File: src/rtl/hd_bus_xfer.sv
// ============================================================================
// Module   : hd_bus_xfer
// Brief    : Half-duplex strobed pad transactor feeding a tristate IO buffer.
// Revision : 1.0 - initial release
// ============================================================================
`default_nettype none

module hd_bus_xfer #(
    parameter int DATA_WIDTH = 8,
    parameter int STB_CYCLES = 2,
    parameter int TA_CYCLES  = 2
) (
    input  logic                  clk,
    input  logic                  rst,
    input  logic                  cmd_valid,
    output logic                  cmd_ready,
    input  logic                  cmd_wr,
    input  logic [DATA_WIDTH-1:0] cmd_wdata,
    output logic                  rsp_valid,
    input  logic                  rsp_ready,
    output logic                  rsp_wr,
    output logic [DATA_WIDTH-1:0] rsp_rdata,
    output logic                  bus_stb,
    output logic [DATA_WIDTH-1:0] dio_i,
    output logic [DATA_WIDTH-1:0] dio_t,
    input  logic [DATA_WIDTH-1:0] dio_o
);

    generate
        if (STB_CYCLES < 2) begin : g_bad_stb
            $error("hd_bus_xfer: STB_CYCLES must be 2 or more");
        end
        if (TA_CYCLES < 1) begin : g_bad_ta
            $error("hd_bus_xfer: TA_CYCLES must be 1 or more");
        end
    endgenerate

    localparam int CNT_MAX = (STB_CYCLES > TA_CYCLES) ? STB_CYCLES : TA_CYCLES;
    localparam int CW      = (CNT_MAX > 1) ? $clog2(CNT_MAX) : 1;
    localparam logic [CW-1:0] STB_LAST = CW'(STB_CYCLES - 1);
    localparam logic [CW-1:0] TA_LAST  = CW'(TA_CYCLES - 1);

    typedef enum logic [2:0] {
        IDLE  = 3'd0,
        TA    = 3'd1,
        DRIVE = 3'd2,
        READ  = 3'd3,
        RESP  = 3'd4
    } state_t;

    state_t                  state;
    logic [CW-1:0]           cnt;
    logic                    last_rd;
    logic [DATA_WIDTH-1:0]   in_q;
    logic [DATA_WIDTH-1:0]   wdata_q;

    always_ff @(posedge clk or posedge rst) begin
        if (rst) begin
            state     <= IDLE;
            cnt       <= '0;
            last_rd   <= 1'b0;
            in_q      <= '0;
            wdata_q   <= '0;
            cmd_ready <= 1'b1;
            rsp_valid <= 1'b0;
            rsp_wr    <= 1'b0;
            rsp_rdata <= '0;
            bus_stb   <= 1'b0;
            dio_i     <= '0;
            dio_t     <= '1;
        end else begin
            in_q <= dio_o;
            case (state)
                IDLE: begin
                    if (cmd_valid && cmd_ready) begin
                        cmd_ready <= 1'b0;
                        wdata_q   <= cmd_wdata;
                        cnt       <= '0;
                        if (!cmd_wr) begin
                            state   <= READ;
                            bus_stb <= 1'b1;
                        end else if (last_rd) begin
                            state <= TA;
                        end else begin
                            state   <= DRIVE;
                            dio_t   <= '0;
                            dio_i   <= cmd_wdata;
                            bus_stb <= 1'b1;
                        end
                    end
                end
                TA: begin
                    // Bus stays released so the far end can stop driving before we do.
                    if (cnt == TA_LAST) begin
                        state   <= DRIVE;
                        cnt     <= '0;
                        last_rd <= 1'b0;
                        dio_t   <= '0;
                        dio_i   <= wdata_q;
                        bus_stb <= 1'b1;
                    end else begin
                        cnt <= cnt + 1'b1;
                    end
                end
                DRIVE: begin
                    if (cnt == STB_LAST) begin
                        state     <= RESP;
                        dio_t     <= '1;
                        dio_i     <= '0;
                        bus_stb   <= 1'b0;
                        rsp_valid <= 1'b1;
                        rsp_wr    <= 1'b1;
                        rsp_rdata <= '0;
                    end else begin
                        cnt <= cnt + 1'b1;
                    end
                end
                READ: begin
                    // in_q here holds the pad value captured one edge earlier.
                    if (cnt == STB_LAST) begin
                        state     <= RESP;
                        bus_stb   <= 1'b0;
                        rsp_valid <= 1'b1;
                        rsp_wr    <= 1'b0;
                        rsp_rdata <= in_q;
                        last_rd   <= 1'b1;
                    end else begin
                        cnt <= cnt + 1'b1;
                    end
                end
                RESP: begin
                    if (rsp_ready) begin
                        state     <= IDLE;
                        rsp_valid <= 1'b0;
                        cmd_ready <= 1'b1;
                    end
                end
                default: begin
                    state     <= IDLE;
                    cmd_ready <= 1'b1;
                    rsp_valid <= 1'b0;
                    bus_stb   <= 1'b0;
                    dio_i     <= '0;
                    dio_t     <= '1;
                end
            endcase
        end
    end

endmodule

`default_nettype wire

File: config.mk
export PLATFORM = sky130hd
export DESIGN_NAME = hd_bus_xfer
export DESIGN_NICKNAME = d
export VERILOG_FILES = /design/src/rtl/hd_bus_xfer.sv
export SDC_FILE = /design/constraint.sdc
export NUM_CORES = 1
export LEC_CHECK = 0
export CAP_MARGIN = 20
export CORE_MARGIN = 2
export CORE_UTILIZATION = 51
export DETAILED_ROUTE_END_ITERATION = 10
export PLACE_DENSITY = 0.84
export REMOVE_ABC_BUFFERS = 1
export SYNTH_ARGS = -nofsm -noshare
export SYNTH_HDL_FRONTEND = slang
export SYNTH_SLANG_ARGS = --single-unit
File: constraint.sdc
create_clock -name clk -period 4.6 [get_ports clk]
set_input_delay 0.92 -clock clk [delete_from_list [all_inputs] [get_ports clk]]
set_output_delay 0.92 -clock clk [all_outputs]
set_load 0.01 [all_outputs]
Word level (Yosys, flattened, before mapping)
Index checks and enable logic that the tools add are counted.
- bitwise operators: 4
- add/subtract/negate cells: 1
- eq/ne operators: 13
- mux-type cells: 36
- reduce and logical (&&, ||, !) cells: 18
- operators with widths (operator ; count):
    two-way mux 8 bit ; 10
    one-hot mux 8 bit (4 select lines) ; 2
    one-hot mux 8 bit (2 select lines) ; 1
    inequality test 2 bit, second input constant ; 7
    two-way mux 3 bit ; 4
    one-hot mux 3 bit (4 select lines) ; 1
    AND reduction 3 bit ; 4
    two-way mux 1 bit ; 10
    one-hot mux 1 bit (3 select lines) ; 3
    == test 3 x 2 -> 1 bit, second input constant ; 2
    AND reduction 6 bit ; 1
    OR reduction 2 bit ; 3
    AND reduction 5 bit ; 1
    two-way mux 2 bit ; 2
    inverter 1 bit ; 4
    one-hot mux 1 bit (2 select lines) ; 2
    one-hot mux 1 bit (4 select lines) ; 1
    AND reduction 2 bit ; 2
    AND reduction 4 bit ; 1
    nonzero test 2 bit ; 2
    == test 3 x 1 -> 1 bit, second input constant ; 1
    == test 3 bit, second input constant ; 1
    zero test 3 bit ; 1
    inequality test 3 bit, second input constant ; 1
    5 further kinds ; 5
- register bits: 49

Longest topological paths before layout
- depth after elaboration: 4
- depth in mapped cells: 7

Least setup slack after synthesis
No wires, ideal clock.
- kind: input -> register
- from: input cmd_valid
- to: register dio_i[0]
- stages on the path: 5
- buffers on the path: 2
- required time: 4.490 ns
- data arrival time: 1.797 ns
- path slack: 2.693 ns
- cells stage by stage: nand2_1 o21a_1 buf_2 buf_2 o41ai_1
- word-level cells in the longest chain between the ends: 3
- RTL lines (item ; line ; RTL):
    start, declared ; 15 ; input logic cmd_valid,
    logical AND 1 bit ; 75 ; if (cmd_valid && cmd_ready) begin
    inequality test 2 bit (no line) ; -- ;
    AND reduction 6 bit (no line) ; -- ;
    end signal, assigned ; 87 ; dio_i <= cmd_wdata;
    end signal, assigned ; 99 ; dio_i <= wdata_q;
    end, declared ; 24 ; output logic [DATA_WIDTH-1:0] dio_i,
No other way between the ends.
A chain may end at the register's enable or synchronous reset.

==> metrics <==
status=complete, no violations; top cell family by delay on the critical path=flip-flops; Core ar.=3390 um2; row count=21; Final min period=approximately 2.5 ns; Hold Fails Final Rpt=0; Max Slew Vio Count=0; simple-gate share of the synthesized area=0.104; share of layout cells above drive strength 1=0.132; initial DRC count=47; Max transition margin=0.339; Worst Setup End Kind=primary output; post-route ant nets=0; Yosys warnings=0; Cell variety after synth=28; Avg Cell Area, Syn=11.6 um2; reg2reg end=dio_t[6]; Worst Max-Slew Pin Slew=a little under 1 ns; GRT Total Usage=0.199; Hold Path Class=flip-flop to flip-flop; complex-gate fraction of the synthesized area=0.143; largest net degree at the start of global routing=43; xor/xnor share of the synthesized area=0.00481; CTS Root Buffer Type=clkbuf_4; vias in the first global route=between 1000 and 1500; Post-route DRC=0; Post-Synth Adder-Cell Area=0; RSZ-0062 raised after global routing=false; most frequent cells in the layout=48 x clkdlybuf4s50_1, 40 x dfrtp_1, 24 x nand2_1; die height=63.7 um; first-pass GRT wire length=~6200 um; Critical Path Start Type=flip-flop; Max clock buf depth=2; initial antenna violation count=0; leakage=around 0.96 nW; Final Wtd Congestion=a little over 0.8; Critical-path top delay cell=dfstp_2; total of max-cap violations=0; Multi-input gate area=~650 um2; setup slack, reg-to-reg=between 2 and 2.5 ns; Hold Path Origin=rsp_wr; most common cell after layout, fill and taps aside=clkdlybuf4s50_1; total wire length=~3500 um; CTS tree=yes; Tcrit/Tclk final=0.533; post-CTS setup buffers=0; Setup-failing EPs final=0; Area Overhead vs Synth=30.0%; CP Cell Sequence=clkdlybuf4s50_1; Worst VDD drop=0.388 mV; clk slew on worst S/H paths=between 0.1 and 0.15 ns; f_max=between 400 and 500 MHz; hold-fix buffers at CTS=0; critical path arrival=1.53 ns; R2R depth=4; CP Data Required Time=~3.7 ns; setup TNS=0 ns; Die ar.=4060 um2; synthesized cell area=between 1500 and 2000 um2; total number of vias=1268; register area share after synthesis=0.579; DR pass1 iterations=5; Seq. cell area=between 1000 and 1500 um2; starting density of the core=0.537; register bit total from synthesis=42; Num CTS Buffers=5; CP bufs+invs=1; # fillers=approximately 240; main combinational cell family by area after synthesis=compound AO/OA/AOI/OAI gates; die width=63.7 um; post-detail-place hpwl=around 2500 um; WL/cell=about 14 um; pwr dens=650 nW/um2; Final nets=between 200 and 250; Worst path max stage delay=~0.62 ns; Endpoint, Worst Hold=rsp_wr; CP max FO=9; I/O Buffers=48; Pwr Total=approximately 1.5 mW; worst r2r src=state[0]; mux share of post-synthesis cell area=0.106; Setup CP Type=flip-flop to primary output; Final Skew=about 0.006 ns; Avg Vias per Cell=5.22; Worst-Skew Late Latency=between 0.3 and 0.4 ns; Ant. Diodes=0; Mapped Cells=between 150 and 200; num ports=just under 50; CTS sink count=42; grt ovf=0; H-tree Lvls=2; worst hold path depth=2; Resize count post-CTS=0
[power by group]
| part | switching (mW) | internal [mW] |
|---|---|---|
| combinational | 0.285 | 0.330 |
| clock | 0.117 | 0.184 |
| sequential | 0.123 | 0.497 |
| total | 0.525 | 1.01 |
[cells by family (layout without fill, tap and decap cells)]
family                 Yosys count  count (layout)
flip-flops                      42              42
multiplexers                    18              18
AO/OA/AOI/OAI                   39              39
XOR/XNOR                         1               1
buffers and inverters           18              58
AND/OR/NAND/NOR                 39              39
[layout make-up]
type	count	share of cell area
Timing Repair Buffer	49	0.206
Clock inverter	2	0.0254
Multi-Input combinational cell	97	0.275
Tap cell	46	0.0243
Inverter	1	0.00159
Clock buffer	6	0.0217
Sequential cell	42	0.446
[Yosys cell counts, drive strengths merged]
cell	number	area, um2
clkbuf	2	7.51
o21a	1	7.51
mux2i	8	80.1
or3	1	6.26
a221oi	2	35.0
o22a	1	8.76
or2	2	15.0
xor2	1	8.76
dfstp	2	52.6
nand2	24	90.1
mux2	10	113
inv	1	3.75
dfrtp	40	1000
nor2b	4	25.0
nand2b	1	6.26
o21ai	20	100
nor2	6	30.0
a22o	1	8.76
o41ai	8	70.1
nor3	1	16.3
a21oi	6	30.0
buf	15	104
[through the flow]
| stage | utilization | hold WS, ns | worst slack [ns] | instance area [um2] | instances |
|---|---|---|---|---|---|
| final | 0.698 | 0.492 | 2.15 | 2360 | 243 |
| after global routing | 0.698 | 0.539 | 2.06 | 2360 | 243 |
| after CTS | 0.698 | 0.498 | 2.13 | 2360 | 243 |
| after detailed placement | 0.665 | 0.470 | 2.02 | 2250 | 235 |
| after global placement | 0.665 | 0.462 | 2.13 | 2250 | 235 |
| after floorplan | - | 0.480 | 2.60 | 1710 | 140 |
[how the worst max path moves through the flow]
stage / start / endpoint / slack [ns] / cells after the start
detailed placement: cmd_valid / state[1] / 2.02 / 5
CTS: dio_t[6] / dio_t[1] / 2.13 / 1
global placement: cmd_wr / dio_t[6] / 2.13 / 5
floorplan: state[0] / dio_t[6] / 2.60 / 4
global route: state[0] / dio_i[2] / 2.06 / 4
finish: dio_t[6] / dio_t[1] / 2.15 / 1
[per-layer routing]
metal | vias up | global-route usage | wire (um)
met2 | 49 | 0.333 | 1680
met3 | 3 | 0.0607 | 224
met4 | 0 | 0.0408 | 21
met5 | - | 0 | 0
li1 | 624 | - | -
met1 | 592 | 0.256 | 1560
[registers in the layout (all words and copies together), names as in the netlist]
signal,flops
dio_i,8
in_q,8
rsp_rdata,8
wdata_q,8
state,3
bus_stb,1
cmd_ready,1
cnt,1
dio_t,1
last_rd,1
rsp_valid,1
rsp_wr,1
Note: power is estimated with default switching activity, not from simulation.
